## src/rtl/mmio_uart_tx_pkg.sv

```systemverilog
// Shared state type, register offsets and bit positions for the MMIO UART transmitter.
package mmio_uart_tx_pkg;

  typedef enum logic [2:0] {
    IDLE,
    START,
    DATA,
    PARITY,
    STOP
  } uart_tx_state_t;

  localparam logic [3:0] UART_TXDATA_OFS = 4'h0;
  localparam logic [3:0] UART_STATUS_OFS = 4'h4;
  localparam logic [3:0] UART_CTRL_OFS   = 4'h8;
  localparam logic [3:0] UART_BAUD_OFS   = 4'hC;

  localparam int STAT_FULL_BIT  = 0;
  localparam int STAT_EMPTY_BIT = 1;
  localparam int STAT_BUSY_BIT  = 2;
  localparam int STAT_OVF_BIT   = 3;
  localparam int STAT_COUNT_LSB = 8;

  localparam int CTRL_EN_BIT  = 0;
  localparam int CTRL_CLR_BIT = 1;
  localparam int CTRL_ODD_BIT = 2;

endpackage

```

## src/rtl/mmio_uart_tx_sync_fifo.sv

```systemverilog
// Single-clock FIFO with occupancy count; a push to a full FIFO is accepted when a pop
// happens on the same edge.
module sync_fifo #(
  parameter int DWIDTH = 8,
  parameter int DEPTH  = 8
) (
  input  logic                     clk,
  input  logic                     rst,
  input  logic                     push,
  input  logic [DWIDTH-1:0]        wdata,
  input  logic                     pop,
  output logic [DWIDTH-1:0]        rdata,
  output logic                     full,
  output logic                     empty,
  output logic [$clog2(DEPTH):0]   count
);

  localparam int AW = $clog2(DEPTH);
  localparam logic [AW:0] FULL_CNT = (AW+1)'(DEPTH);

  logic [DWIDTH-1:0] mem_q [DEPTH];
  logic [AW-1:0]     wr_ptr_q, wr_ptr_d, rd_ptr_q, rd_ptr_d;
  logic [AW:0]       count_q, count_d;
  logic              do_push, do_pop;

  always_comb begin
    do_pop   = pop && (count_q != '0);
    do_push  = push && ((count_q != FULL_CNT) || do_pop);
    wr_ptr_d = wr_ptr_q;
    rd_ptr_d = rd_ptr_q;
    count_d  = count_q;
    if (do_push) wr_ptr_d = wr_ptr_q + AW'(1);
    if (do_pop)  rd_ptr_d = rd_ptr_q + AW'(1);
    case ({do_push, do_pop})
      2'b10:   count_d = count_q + (AW+1)'(1);
      2'b01:   count_d = count_q - (AW+1)'(1);
      default: count_d = count_q;
    endcase
  end

  always_ff @(posedge clk or posedge rst) begin
    if (rst) begin
      wr_ptr_q <= '0;
      rd_ptr_q <= '0;
      count_q  <= '0;
    end else begin
      wr_ptr_q <= wr_ptr_d;
      rd_ptr_q <= rd_ptr_d;
      count_q  <= count_d;
    end
  end

  // Storage carries no reset; only the pointers define which entries are valid.
  always_ff @(posedge clk) begin
    if (do_push) mem_q[wr_ptr_q] <= wdata;
  end

  assign rdata = mem_q[rd_ptr_q];
  assign full  = (count_q == FULL_CNT);
  assign empty = (count_q == '0);
  assign count = count_q;

endmodule

```

## src/rtl/mmio_uart_tx.sv

```systemverilog
// Memory-mapped 8N1 UART transmitter on the data-memory bus, fed by a TX FIFO.
// Define MMIO_UART_TX_PARITY_EN to add a parity bit (even, or odd via CTRL[2]).
module mmio_uart_tx
  import mmio_uart_tx_pkg::*;
#(
  parameter logic [31:0] BASE_ADDR  = 32'h0000_4000,
  parameter int          FIFO_DEPTH = 8,
  parameter logic [15:0] DIV_RESET  = 16'd15
) (
  input  logic        clk,
  input  logic        rst,
  input  logic [31:0] dmem_addr,
  input  logic [31:0] dmem_wdata,
  input  logic        dmem_wen,
  input  logic [3:0]  dmem_wr_mask,
  output logic [31:0] dmem_rdata,
  output logic        dmem_sel,
  output logic        uart_txd,
  output logic        tx_busy
);

  localparam int CW = $clog2(FIFO_DEPTH) + 1;

  uart_tx_state_t state_q, state_d;
  logic [7:0]  shift_q, shift_d;
  logic [2:0]  bit_idx_q, bit_idx_d;
  logic [15:0] baud_cnt_q, baud_cnt_d;
  logic [15:0] baud_q, baud_d;
  logic        txd_q, txd_d, busy_q, busy_d;
  logic        en_q, en_d, ovf_q, ovf_d, par_q, par_d;
  logic        odd_bit;

  logic [3:0]    reg_ofs;
  logic          wr_en, bit_done, start_frame;
  logic          fifo_push, fifo_pop, fifo_full, fifo_empty;
  logic [7:0]    fifo_rdata;
  logic [CW-1:0] fifo_count;
  logic          unused_bits;

  assign unused_bits = ^{dmem_addr[1:0], dmem_wdata[31:16], dmem_wr_mask[3:2]};

  assign dmem_sel  = (dmem_addr[31:4] == BASE_ADDR[31:4]);
  assign reg_ofs   = {dmem_addr[3:2], 2'b00};
  assign wr_en     = dmem_sel && dmem_wen;
  assign fifo_push = wr_en && (reg_ofs == UART_TXDATA_OFS) && dmem_wr_mask[0];

  sync_fifo #(.DWIDTH(8), .DEPTH(FIFO_DEPTH)) u_fifo (
    .clk   (clk),
    .rst   (rst),
    .push  (fifo_push),
    .wdata (dmem_wdata[7:0]),
    .pop   (fifo_pop),
    .rdata (fifo_rdata),
    .full  (fifo_full),
    .empty (fifo_empty),
    .count (fifo_count)
  );

`ifdef MMIO_UART_TX_PARITY_EN
  logic odd_q, odd_d;
  assign odd_bit = odd_q;

  always_comb begin
    odd_d = odd_q;
    if (wr_en && (reg_ofs == UART_CTRL_OFS)) odd_d = dmem_wdata[CTRL_ODD_BIT];
  end

  always_ff @(posedge clk or posedge rst) begin
    if (rst) odd_q <= 1'b0;
    else     odd_q <= odd_d;
  end
`else
  assign odd_bit = 1'b0;
`endif

  always_comb begin
    en_d   = en_q;
    ovf_d  = ovf_q;
    baud_d = baud_q;
    if (wr_en) begin
      case (reg_ofs)
        UART_CTRL_OFS: begin
          en_d = dmem_wdata[CTRL_EN_BIT];
          if (dmem_wdata[CTRL_CLR_BIT]) ovf_d = 1'b0;
        end
        UART_BAUD_OFS: if (dmem_wr_mask[1:0] == 2'b11) baud_d = dmem_wdata[15:0];
        default: ;
      endcase
    end
    if (fifo_push && fifo_full && !fifo_pop) ovf_d = 1'b1;
  end

  // Every non-idle state shares the bit timer; a new frame starts from IDLE or straight
  // out of STOP so queued bytes go out without an idle gap.
  always_comb begin
    state_d     = state_q;
    shift_d     = shift_q;
    bit_idx_d   = bit_idx_q;
    baud_cnt_d  = baud_cnt_q;
    txd_d       = txd_q;
    par_d       = par_q;
    fifo_pop    = 1'b0;
    start_frame = 1'b0;
    bit_done    = (baud_cnt_q == 16'd0);
    if (state_q != IDLE) baud_cnt_d = bit_done ? baud_q : baud_cnt_q - 16'd1;
    case (state_q)
      IDLE:  start_frame = en_q && !fifo_empty;
      START: if (bit_done) begin
        txd_d     = shift_q[0];
        bit_idx_d = 3'd0;
        state_d   = DATA;
      end
      DATA: if (bit_done) begin
        if (bit_idx_q == 3'd7) begin
`ifdef MMIO_UART_TX_PARITY_EN
          txd_d   = par_q ^ odd_bit;
          state_d = PARITY;
`else
          txd_d   = 1'b1;
          state_d = STOP;
`endif
        end else begin
          shift_d   = shift_q >> 1;
          txd_d     = shift_q[1];
          bit_idx_d = bit_idx_q + 3'd1;
        end
      end
      PARITY: if (bit_done) begin
        txd_d   = 1'b1;
        state_d = STOP;
      end
      STOP: if (bit_done) begin
        start_frame = en_q && !fifo_empty;
        state_d     = IDLE;
      end
      default: state_d = IDLE;
    endcase
    if (start_frame) begin
      fifo_pop   = 1'b1;
      shift_d    = fifo_rdata;
      par_d      = ^fifo_rdata;
      txd_d      = 1'b0;
      baud_cnt_d = baud_q;
      state_d    = START;
    end
    busy_d = (state_d != IDLE) || fifo_push || !fifo_empty;
  end

  always_ff @(posedge clk or posedge rst) begin
    if (rst) begin
      state_q    <= IDLE;
      shift_q    <= '0;
      bit_idx_q  <= '0;
      baud_cnt_q <= '0;
      baud_q     <= DIV_RESET;
      txd_q      <= 1'b1;
      busy_q     <= 1'b0;
      en_q       <= 1'b0;
      ovf_q      <= 1'b0;
      par_q      <= 1'b0;
    end else begin
      state_q    <= state_d;
      shift_q    <= shift_d;
      bit_idx_q  <= bit_idx_d;
      baud_cnt_q <= baud_cnt_d;
      baud_q     <= baud_d;
      txd_q      <= txd_d;
      busy_q     <= busy_d;
      en_q       <= en_d;
      ovf_q      <= ovf_d;
      par_q      <= par_d;
    end
  end

  always_comb begin
    dmem_rdata = '0;
    if (dmem_sel) begin
      case (reg_ofs)
        UART_STATUS_OFS: begin
          dmem_rdata[STAT_FULL_BIT]  = fifo_full;
          dmem_rdata[STAT_EMPTY_BIT] = fifo_empty;
          dmem_rdata[STAT_BUSY_BIT]  = busy_q;
          dmem_rdata[STAT_OVF_BIT]   = ovf_q;
          dmem_rdata[STAT_COUNT_LSB +: 8] = 8'(fifo_count);
        end
        UART_CTRL_OFS: begin
          dmem_rdata[CTRL_EN_BIT]  = en_q;
          dmem_rdata[CTRL_ODD_BIT] = odd_bit;
        end
        UART_BAUD_OFS: dmem_rdata[15:0] = baud_q;
        default: ;
      endcase
    end
  end

  assign uart_txd = txd_q;
  assign tx_busy  = busy_q;

endmodule

```

## config.mk

```make
export PLATFORM = sky130hd
export DESIGN_NAME = mmio_uart_tx
export DESIGN_NICKNAME = d
export VERILOG_FILES = /design/src/rtl/mmio_uart_tx_pkg.sv /design/src/rtl/mmio_uart_tx_sync_fifo.sv /design/src/rtl/mmio_uart_tx.sv
export SDC_FILE = /design/constraint.sdc
export NUM_CORES = 1
export LEC_CHECK = 0
export BUFFER_PORTS_ARGS = -buffer_cell sky130_fd_sc_hd__buf_2
export CAP_MARGIN = 20
export CORE_MARGIN = 1
export CORE_UTILIZATION = 35
export CTS_CLUSTER_SIZE = 14
export DETAILED_ROUTE_END_ITERATION = 7
export SYNTH_ARGS = -nofsm -noshare
export SYNTH_HDL_FRONTEND = slang
export SYNTH_SLANG_ARGS = --single-unit
```

## constraint.sdc

```tcl
create_clock -name clk -period 4.24 [get_ports clk]
set_input_delay 0.212 -clock clk [delete_from_list [all_inputs] [get_ports clk]]
set_output_delay 0.212 -clock clk [all_outputs]
set_load 0.05 [all_outputs]
```

# == After elaboration in Yosys (flattened, before gate mapping) ==
# Memory sizes are Yosys's and may differ from the RTL's.
# Cells that the tools add are included.
# op_classes
n_eq_ne,21
muxes,41
n_reduce_logical,35
addsub,6
# op_table
operator,count
$mux W16,4
$mux W8,4
$eq A28 B11 Y1 const B,1
$mux W3,9
$logic_not A16 Y1,1
$pmux W8 S2,1
$reduce_bool A2 Y1,8
$sub A16 B1 Y16 const B,1
$pmux W3 S5,1
$mux W1,13
$add A3 B1 Y3 const B,3
$ne A3 B3 Y1 const B,3
$reduce_and A3 Y1,3
$eq A2 B2 Y1 const B,4
$logic_and A1 B1 Y1,8
$logic_not A4 Y1,2
$ne A2 B2 Y1 const B,4
$pmux W1 S2,4
$pmux W4 S2,1
$reduce_and A4 Y1,2
$reduce_bool A4 Y1,2
$eq A3 B2 Y1 const B,2
$eq A3 B3 Y1 const B,2
$pmux W1 S3,2
13 further kinds,18
# totals
inputBits,71
mem_bits_rw,64
n_memories,1
register_bits,60
# memory_table
name,words,word_bits,read_ports,rd_clocked_by_memory_dff,wr,line_no,source
u_fifo.mem_q,8,8,1,0,1,mmio_uart_tx_sync_fifo.sv:21,logic [DWIDTH-1:0] mem_q [DEPTH];

# == Logic depth before layout (Yosys ltp) ==
# Gate-level depths: netlist of run 1.
# depth
depth_word,11
mapped_depth,15
mapped_depth_nobuf,13

# == By module ==
# A second synthesis of run 1 with hierarchy kept.
# unflattened
hier_cells,490
area_unflattened_um2,6261.0
# by_module_without_submodules
module,area_per_inst_um2,cells_per_inst,seq_area_each_um2,n_inst
sync_fifo,3158.0,165,2172.1,1
mmio_uart_tx,3103.0,325,1257.5,1

# == Worst setup path before layout of run 1 ==
# Ideal clock, no wire load.
# synth_path
path_type,reg-to-reg
startpoint,reg baud_cnt_q[0]
endpoint,reg u_fifo.count_q[2] (netlist: u_fifo.count[2])
path_stages_with_launch,16
slack_ps,859
period_less_slack_ps,3381
arrival_time_ps,3249
setup_ps,133
cell_sequence,dfrtp_1 > inv_1 > ha_1 > or4b_1 > buf_2 > or4_4 > buf_6 > a21oi_4 > buf_6 > ha_1 > xor2_1 > ha_1 > a21oi_1 > xor2_1 > nor2_1 > xor2_1
# synth_between
elab_chain_cells,9
elab_cells_between_ends,11
cone_classes,2 x eq/ne; 4 x mux; 5 x reduce/logical
# synth_lines
element,line_no,source
"start, declared",mmio_uart_tx.sv:27,"logic [15:0] baud_cnt_q, baud_cnt_d;"
"start signal, assigned",mmio_uart_tx.sv:165,baud_cnt_q <= baud_cnt_d;
$logic_not A16 Y1 (*),mmio_uart_tx.sv:104,bit_done = (baud_cnt_q == 16'd0);
$mux W1 (*),mmio_uart_tx.sv:132,STOP: if (bit_done) begin
$pmux W1 S2 (*),mmio_uart_tx.sv:106,case (state_q)
$mux W1 (*),mmio_uart_tx.sv:138,if (start_frame) begin
$logic_and A1 B1 Y1 (*),mmio_uart_tx_sync_fifo.sv:27,do_pop = pop && (count_q != '0);
net u_fifo.do_pop,mmio_uart_tx_sync_fifo.sv:24,"logic do_push, do_pop;"
$logic_or A1 B1 Y1,mmio_uart_tx_sync_fifo.sv:28,do_push = push && ((count_q != FULL_CNT) || do_pop);
$logic_and A1 B1 Y1,mmio_uart_tx_sync_fifo.sv:28,
$eq A2 B1 Y1 / $eq A2 B2 Y1 (equally long branches),mmio_uart_tx_sync_fifo.sv:34,"case ({do_push, do_pop})"
$pmux W4 S2 / $reduce_bool A2 Y1 (equally long branches),-,
"end signal, assigned",mmio_uart_tx_sync_fifo.sv:49,count_q <= count_d;
"end, declared",mmio_uart_tx_sync_fifo.sv:23,"logic [AW:0] count_q, count_d;"
# The timed path passes the listed nets; every way through them passes the cells marked *.
# A chain may end at the register's enable or synchronous reset.

# == Final worst setup path of run 1 ==
# layout_path
startpoint,reg baud_cnt_q[0]
endpoint,reg u_fifo.count_q[2] (netlist: u_fifo.count[2])
# layout_between
elab_chain_cells,9
elab_cells_between_ends,11
cone_classes,2 x eq/ne; 4 x mux; 5 x reduce/logical
# layout_lines
element,line_no
$logic_not A16 Y1 (*),mmio_uart_tx.sv:104
$mux W1 (*),mmio_uart_tx.sv:132
$pmux W1 S2 (*),mmio_uart_tx.sv:106
$mux W1 (*),mmio_uart_tx.sv:138
$logic_and A1 B1 Y1 (*),mmio_uart_tx_sync_fifo.sv:27
$logic_or A1 B1 Y1,mmio_uart_tx_sync_fifo.sv:28
$logic_and A1 B1 Y1,mmio_uart_tx_sync_fifo.sv:28
$eq A2 B1 Y1 / $eq A2 B2 Y1 (equally long branches),mmio_uart_tx_sync_fifo.sv:34
$pmux W4 S2 / $reduce_bool A2 Y1 (equally long branches),-
# Mark *: on every way between the ends. The rest lies on a longest branch, timed or not.

==> metrics.md, run 1 <==
| Metric | Value |
|---|---|
| Gr usage total | 16.0% |
| Crit Path Category | reg -> reg |
| Initial antenna violation count | 0 |
| Sequential share of the synthesized area | ~57% |
| Largest net degree at the start of global routing | between 60 and 70 |
| Asr flop ratio synth | 48.4% |
| Fin. max-slew vios | 0 |
| Highest clock rate | 0.276 GHz |
| Leakage | 2.99 nW |
| Status | complete, no violations |
| Initial Util | 36.0% |
| Cells after Synth | 462 |
| Synth warnings | 0 |
| Crit path capture type | flop |
| First-pass detailed-route iteration total | 4 |
| Post-synth EDFFs | 64 |
| Total CTS buffers | 17 |
| R2R depth | 13 |
| Setup Fix Bufs, Post-CTS | 0 |
| Core Area | 16600 sq um |
| Number of DRC markers in iteration 0 | between 200 and 250 |
| Clock root cell | clkbuf_16 |
| FILL cells | 1493 |
| Worst R2R Start | baud_cnt_q[0] |
| Worst Hold Class | in -> async |
| Share of cells above drive strength 1 | 31.0% |
| Reg2Reg Setup Slack | 0.62 ns |
| Max stage delay cell, worst path | or4_4 |
| Max incr delay on CP | 0.67 ns |
| Synth Cell Area | 6000 sq um |
| Drc violations | 0 |
| Max-slew headroom | 38.6% |
| Clk_skew | 0.0119 ns |
| Distinct cells, synth | 63 |
| Pwr Total | 0.00279 W |
| Num ports | 106 |
| Worst hold slack | 0.0234 ns |
| Post-layout min period | 3.62 ns |
| Clock Sinks | 124 |
| Maximum fanout along the worst path | 8 |
| Cell Chain, Critical Path | inv_1, ha_1, or4b_1, or4_4, a21oi_4, nand2_4, ha_1, xor2_1, ha_1, a21oi_1, xor2_1, nor2_1, xor2_1 |
| #FFs+latches synth | 124 |
| Routed vias/inst | 5.21 |
| Maximum clock insertion buffer count | 2 |
| R2R Path End | u_fifo.count[2] |
| PortBufs | a little under 70 |
| # rows | 47 |
| Vias in the first global route | roughly 4100 |
| First-pass GRT wire length | between 20 and 25 mm |
| RSZ-0062 raised after global routing | no |
| Syn avg cell area | 13.0 sq um |
| Layout area overhead | 19.3% |
| H-tree depth | 4 |
| Die W | 133 microns |
| Routability cong. | 0.798 |
| Antenna cells | 0 |
| Worst path top cell family by delay | simple AND/OR/NAND/NOR gates |
| Endpoints failing setup | 0 |
| Final setup TNS | 0 ns |
| Cts repair resizes | 0 |
| Clock slew seen by the registers of the worst setup and hold paths | 0.06 ns |
| Worst path required time | 4.53 ns |
| Worst vdd ir | 0.261 mV |
| Nets | 618 |
| Die area | 17700 sq um |
| Max-Cap Viols | 0 |
| Worst-Margin Slew | just over 0.9 ns |
| CTS Hold Buffers Added | 0 |
| Main synth FF type | edfxtp_1 |
| Final hold violations | 0 |
| Startpoint types | flop |
| Post-DRT Antenna Nets | 0 |
| WL final | 13.3 mm |
| Worst-Skew Late Latency | 0.41 ns |
| Via count | ~4000 |
| Final core occ | between 40% and 50% |
| Final Cycle Share | 85.4% |
| DIE HEIGHT | about 130 microns |
| Total gr overflow | 0 |
| HPWL after DPL | 8.96 mm |
| Worst EP arrival | around 3.9 ns |
| CP bufs+invs | 1 |
| PwrDens | 391 nW/um^2 |
| CTS tree | yes |
| Routed wire per std cell | 17.2 microns |
==> metrics by stage <==
step	cells	instance area, sq um	worst slack (ns)
after floorplan	477	6050	0.859
after CTS	771	7140	0.636
after global routing	772	7160	0.412
after detailed placement	739	6550	0.653
after global placement	739	6550	0.713
final	772	7160	0.618
==> worst max path at each step <==
stage	to	slack, ns	depth (start not counted)	from
after detailed placement	u_fifo.count[2]	0.65	13	baud_cnt_q[0]
after global placement	u_fifo.count[2]	0.71	13	baud_cnt_q[0]
final	u_fifo.count[2]	0.62	13	baud_cnt_q[0]
after floorplan	u_fifo.count[2]	0.86	15	baud_cnt_q[0]
after CTS	u_fifo.count[2]	0.64	13	baud_cnt_q[0]
after global routing	u_fifo.count[2]	0.41	13	baud_cnt_q[0]
==> cells by family after synthesis <==
group / count (synthesis) / share of synthesized area, %
AND/OR/NAND/NOR: 130 / 12.2
buffers and inverters: 54 / 4.76
multiplexers: 71 / 15.7
XOR/XNOR: 9 / 1.44
adder cells (fa/ha/maj): 8 / 1.67
flip-flops: 124 / 57.2
AO/OA/AOI/OAI: 65 / 6.95
other: 1 / 0.0625
==> metal layers <==
metal | vias up | routed length [microns] | part of all wire [%] | global-route usage [%]
met1 | 2022 | 6170 | 47 | 21.0
met3 | 8 | 445 | 3.4 | 3.52
met2 | 115 | 6530 | 49 | 25.9
met5 | - | 0 | 0 | 0
met4 | 0 | 110 | 0.83 | 6.00
li1 | 1876 | - | - | -
==> worst min-delay path: stages <==
cell and delay [ns]:
buf_2 0.10, inv_2 0.04, buf_4 0.60
==> synth_stat cells, drive strengths merged, types with 2 or more instances <==
library cell	count	area, sq um
ha	8	100
mux4	16	360
inv	12	45.0
and3	9	56.3
nor4	13	87.6
nand3b	3	22.5
nor3	19	95.1
dfrtp	55	1380
edfxtp	64	1920
nand4	4	25.0
nor2	28	113
nand2	15	63.8
a31oi	2	12.5
a21oi	21	128
mux2	23	263
o41ai	2	17.5
or4	7	60.1
xnor2	4	35.0
mux2i	32	320
nor4b	2	17.5
buf	25	176
and2	3	18.8
clkbuf	17	63.8
a211oi	2	15.0
or2	4	25.0
o31ai	3	22.5
xor2	5	51.3
o21ai	17	85.1
nand2b	4	25.0
a22oi	2	15.0
or3	8	50.1
o22ai	6	37.5
nand3	6	30.0
o2bb2ai	2	17.5
dfstp	5	131
or4b	2	20.0
==> final cells by class <==
cell class,count,area [sq um],area share (%)
timing repair buffer,85,473,6.61
inverter,12,45.0,0.629
multi-input combinational,299,2340,32.7
tap,220,275,3.85
clock buffer,18,429,6.00
sequential,124,3430,47.9
clock inverter,14,164,2.29
==> state kept, by name, summed over array words and instances, names as in the netlist <==
signal,count
ovf_q,1
baud_q,16
bit_idx_q,3
state_q,3
shift_q,8
u_fifo.wr_ptr_q,3
uart_txd,1
en_q,1
baud_cnt_q,16
u_fifo.mem_q,64
u_fifo.rd_ptr_q,3
tx_busy,1
u_fifo.count,4
==> where the power goes <==
group / internal, W / leakage, nW / total (W) / switching [W]
Combinational: 0.0000202 / 1.31 / 0.0000843 / 0.0000641
Sequential: 0.00127 / 1.40 / 0.00127 / 0.00000000000292
Clock: 0.000878 / 0.280 / 0.00144 / 0.000563
Total: 0.00217 / 2.99 / 0.00279 / 0.000628
==> placed cells by master (no fill, tap or decap), drive strengths merged, types with 8 or more instances in the layout <==
cell type	netlist	final
buf	25	85
edfxtp	64	64
dfrtp	55	55
mux2i	32	32
nor2	28	28
mux2	23	23
a21oi	21	21
nor3	19	19
clkbuf	17	18
o21ai	17	17
mux4	16	16
conb	1	16
inv	12	16
nand2	15	15
nor4	13	13
and3	9	9
or3	8	8
ha	8	8
Power figures use the tool's default switching activity.
==> inputs of run 2 (changes only) <==
==> constraint.sdc (replaced) <==
create_clock -name clk -period 4.3 [get_ports clk]
set_input_delay 0.215 -clock clk [delete_from_list [all_inputs] [get_ports clk]]
set_output_delay 0.215 -clock clk [all_outputs]
set_load 0.05 [all_outputs]
==> metrics.md, run 2 (synthesized netlist as in run 1, its figures left out) <==
| Metric | Value |
|---|---|
| Crit Path Category | reg -> reg |
| Setup WS pre-CTS | roughly 0.75 ns |
| PwrDens | 391 nW/um^2 |
| Total gr overflow | 0 |
| Largest regs | u_fifo.mem_q (64), baud_cnt_q (16), baud_q (16) |
| Clock Sinks | 124 |
| Fin. max-slew vios | 0 |
| Number of DRC markers in iteration 0 | around 230 |
| Post-DRT Antenna Nets | 0 |
| Worst Hold Class | in -> reg |
| Worst EP arrival | 3.84 ns |
| Core Area | 16600 sq um |
| DIE HEIGHT | 133 microns |
| H-tree depth | 4 |
| Worst-Margin Slew | 0.906 ns |
| Drc violations | 0 |
| Gr usage total | roughly 16% |
| First-pass GRT wire length | 21.3 mm |
| Routability cong. | 0.803 |
| Max-Cap Viols | 0 |
| Nets | 619 |
| Startpoint types | flop |
| PortBufs | 69 |
| Max stage delay cell, worst path | or4_4 |
| Antenna cells | 0 |
| Initial antenna violation count | 0 |
| Endpoints failing setup | 0 |
| Vias in the first global route | 4079 |
| Max-slew headroom | 39.6% |
| Status | complete, no violations |
| Highest clock rate | 0.282 GHz |
| Largest net degree at the start of global routing | 54 |
| Via count | 4032 |
| Final core occ | between 40% and 50% |
| Final hold violations | 0 |
| Die W | about 130 microns |
| Max incr delay on CP | 0.67 ns |
| First-pass detailed-route iteration total | 4 |
| Final setup TNS | 0 ns |
| Most frequent cells in the layout | buf_2, edfxtp_1, dfrtp_1 |
| HPWL after DPL | 8.98 mm |
| Largest register FFs | 64 |
| Share of cells above drive strength 1 | 30.9% |
| Worst vdd ir | around 0.23 mV |
| Routed wire per std cell | 17.0 microns |
| Maximum fanout along the worst path | 8 |
| Maximum clock insertion buffer count | 2 |
| WL final | 13.1 mm |
| Post-layout min period | 3.55 ns |
| Leakage | 3.01 nW |
| RSZ-0062 raised after global routing | no |
| Routed vias/inst | around 5.2 |
| Die area | 17700 sq um |
| Crit path capture type | flop |
| Total CTS buffers | 17 |
| Clk_skew | 0.0108 ns |
| # rows | 47 |
| Commonest non-fill, non-tap cell in the layout | buf_2 |
| Initial Util | between 30% and 40% |
| Setup slack after layout | roughly 0.75 ns |
| CTS tree | yes |
| Clock root cell | clkbuf_16 |
| Layout area overhead | 19.8% |
| Reg2Reg Setup Slack | 0.75 ns |
| Register with the most flip-flops | u_fifo.mem_q |
| Clock slew seen by the registers of the worst setup and hold paths | 0.06 ns |
| Worst-Skew Late Latency | 0.42 ns |
| Pwr Total | around 0.0028 W |
| Worst path required time | about 4.6 ns |
| Final Cycle Share | 82.6% |
| Num ports | between 100 and 150 |
| Cell Chain, Critical Path | inv_1, ha_1, or4b_1, or4_4, a21oi_4, nand2_4, ha_1, xor2_1, ha_1, a21oi_1, xor2_1, nor2_1, xor2_1 |
[run 2: cell count changes in the layout (fill, tap and decap cells not counted)]
cell           change
clkinvlp_4         -3
inv_6              +2
bufinv_16          +1
clkinv_2           +1
clkinv_4           -1
dlygate4sd3_1      +1
[run 2: where the power goes]
group / leakage (nW) / internal, W / total (W) / switching [W]
sequential: 1.40 / 0.00125 / 0.00125 / 0.00000000000293
combinational: 1.32 / 0.0000205 / 0.0000841 / 0.0000636
clock: 0.302 / 0.000926 / 0.00147 / 0.000547
total: 3.01 / 0.00220 / 0.00281 / 0.000611
[run 2: worst paths after layout]
path,from,endpoint,cells after the start
min in group asynchronous,rst,shift_q[5],3
worst max-delay path,baud_cnt_q[0],u_fifo.count[2],13
worst min register to register,ovf_q,ovf_q,1
max in group asynchronous,rst,baud_cnt_q[13],4
worst max register to register,baud_cnt_q[0],u_fifo.count[2],13
worst min-delay path,dmem_wdata[12],baud_q[12],2
[run 2: timing repair]
action	CTS	global route
endpoints found under the setup margin	0	0
buffers inserted	0	0
hold buffers	1	0
resized for setup	0	0
hold endpoints to repair	7	0
[run 2: through the flow]
| step | hold WS, ns | instances | cell area [sq um] |
|---|---|---|---|
| floorplan | 0.314 | 477 | 6050 |
| global placement | 0.132 | 739 | 6550 |
| detailed placement | 0.132 | 739 | 6550 |
| CTS | 0.0194 | 772 | 7170 |
| global route | 0.0212 | 773 | 7190 |
| finish | 0.0298 | 773 | 7190 |
[run 2: critical path: cells and delay by family, from the launching register on]
family	cells	cell delay, ns
AO/OA/AOI/OAI	2	0.38
XOR/XNOR	3	0.47
adder cells (fa/ha/maj)	3	0.66
buffers and inverters	1	0.07
flip-flops	1	0.41
AND/OR/NAND/NOR	4	1.45
[run 2: routing by layer]
layer,part of all wire (%),routed length [microns],global-route usage [%]
met5,0,0,0
met4,0.78,102,5.11
met3,4.3,564,3.95
met2,49,6430,25.6
met1,46,6030,20.9
[run 2: cell type report]
type                       count  area, sq um
tap                          220          275
inverter                      12         45.0
multi-input combinational    299         2340
clock buffer                  18          429
fill                        1505         9460
clock inverter                14          185
timing repair buffer          86          483
sequential                   124         3430
==> inputs of run 3 (changes only) <==
==> constraint.sdc (replaced) <==
create_clock -name clk -period 3.15 [get_ports clk]
set_input_delay 0.1575 -clock clk [delete_from_list [all_inputs] [get_ports clk]]
set_output_delay 0.1575 -clock clk [all_outputs]
set_load 0.05 [all_outputs]
==> metrics.md, run 3 (synthesized netlist as in run 1, its figures left out) <==
| Metric | Value |
|---|---|
| Status | complete, no violations |
| Largest register FFs | between 60 and 70 |
| Startpoint types | flop |
| Placed inst area | 6650 sq um |
| Number of DRC markers in iteration 0 | 303 |
| Antenna cells | 0 |
| H-tree depth | 4 |
| CTS tree | yes |
| PortBufs | ~70 |
| Die area | 17700 sq um |
| Finished Cell Area | roughly 7400 sq um |
| FILL cells | 1502 |
| Leakage | 3.11 nW |
| Num ports | approximately 110 |
| Final Cycle Share | 97.1% |
| Worst R2R Start | baud_cnt_q[0] |
| Max-Cap Viols | 0 |
| Highest clock rate | 0.327 GHz |
| Clock root cell | clkbuf_16 |
| WL final | roughly 14 mm |
| Crit Path Category | reg -> reg |
| Worst-Margin Slew | 0.876 ns |
| R2R depth | 13 |
| Clk_skew | 0.00930 ns |
| Drc violations | 0 |
| Worst vdd ir | 0.363 mV |
| Crit path top cell by count | xor2_1 |
| Routability cong. | approximately 0.83 |
| Clock Sinks | 124 |
| Clock slew seen by the registers of the worst setup and hold paths | 0.06 ns |
| Final setup TNS | 0 ns |
| Worst path required time | ~3.4 ns |
| Initial antenna violation count | 0 |
| Core Area | 16600 sq um |
| First-pass detailed-route iteration total | 5 |
| Register Area | 3430 sq um |
| Worst-Skew Late Latency | between 0.4 and 0.5 ns |
| Hold_sp | dmem_wdata[7] |
| Max incr delay on CP | 0.55 ns |
| Post-DRT Antenna Nets | 0 |
| Total gr overflow | 0 |
| Cell Chain, Critical Path | inv_2, ha_4, or4b_4, or4_4, a21oi_4, nand2_4, ha_4, xor2_1, ha_2, a21oi_2, xor2_1, nor2_1, xor2_1 |
| Maximum clock insertion buffer count | 2 |
| Crit path capture type | flop |
| Final hold violations | 0 |
| Largest net degree at the start of global routing | 36 |
| Commonest non-fill, non-tap cell in the layout | buf_2 |
| Fin. max-slew vios | 0 |
| Initial Util | 36.0% |
| WHS Endpoint | u_fifo.mem_q[4][7] |
| Via count | slightly above 4000 |
| R2R Path End | u_fifo.count[2] |
| Largest regs | u_fifo.mem_q (64), baud_cnt_q (16), baud_q (16) |
| Reg2Reg Setup Slack | 0.09 ns |
| Layout area overhead | 23.4% |
| Vias in the first global route | 4195 |
| Register with the most flip-flops | u_fifo.mem_q |
| Total CTS buffers | 17 |
| Share of cells above drive strength 1 | 33.7% |
| Nets | 642 |
| Routed vias/inst | 5.20 |
| Worst EP arrival | 3.35 ns |
| HPWL after DPL | slightly above 9 mm |
| Worst Hold Class | in -> reg |
| # rows | 47 |
| Endpoints failing setup | 0 |
| Post-layout min period | roughly 3.1 ns |
| First-pass GRT wire length | 22.6 mm |
| PwrDens | just over 500 nW/um^2 |
| Max-slew headroom | about two fifths |
| Gr usage total | ~17% |
| DIE HEIGHT | ~130 microns |
| Area of the multi-input gates | 2370 sq um |
| Most frequent cells in the layout | buf_2, edfxtp_1, dfrtp_1 |
| Die W | 133 microns |
| CP bufs+invs | 1 |
| Worst path top cell family by delay | simple AND/OR/NAND/NOR gates |
| Hold depth | 1 |
| Routed wire per std cell | about 17 microns |
| Max stage delay cell, worst path | or4_4 |
| Maximum fanout along the worst path | 6 |
| Final core occ | 44.5% |
[run 3: how the worst max path moves through the flow]
stage	from	end	depth (start not counted)
floorplan	baud_cnt_q[0]	u_fifo.count[2]	15
global placement	baud_cnt_q[0]	u_fifo.count[2]	13
detailed placement	baud_cnt_q[1]	u_fifo.count[2]	13
CTS	baud_cnt_q[0]	u_fifo.count[2]	13
global route	baud_cnt_q[0]	u_fifo.count[2]	13
finish	baud_cnt_q[0]	u_fifo.count[2]	13
[run 3: layout make-up]
type	count	area share, %
flip-flops and latches	124	46.3
multi-input cells	299	32.1
repair buffers	109	9.03
clock buffers	17	5.75
well taps	220	3.72
clock inverters	15	2.45
inverters	12	0.609
[run 3: layer usage]
| layer | global-route usage (%) | wire length (microns) | vias up |
|---|---|---|---|
| li1 | - | - | 1925 |
| met1 | 22.1 | 6160 | 2050 |
| met2 | 27.2 | 6510 | 149 |
| met3 | 3.98 | 668 | 19 |
| met4 | 6.45 | 245 | 0 |
| met5 | 0 | 0 | - |
[run 3: power by group]
| part | switching (W) | total [W] | internal [W] |
|---|---|---|---|
| Combinational | 0.0000870 | 0.000121 | 0.0000344 |
| Sequential | 0.00000000000409 | 0.00171 | 0.00171 |
| Clock | 0.000784 | 0.00198 | 0.00120 |
[run 3: through the flow]
stage	total power (W)	hold WS (ns)	setup slack, ns	instances
after detailed placement	0.00185	0.339	0.0733	749
after floorplan	0.00182	0.256	-0.0129	477
after global placement	0.00185	0.333	0.130	749
final	0.00381	0.0364	0.0921	796
after CTS	0.00384	0.0291	0.0514	790
after global routing	0.00392	0.0452	-0.00567	796
[run 3: what timing repair did]
action	4_1_cts	5_1_grt
endpoints found under the hold margin	38	0
resized for setup	0	3
hold buffers	9	0
setup buffers	0	6
endpoints found under the setup margin	0	1
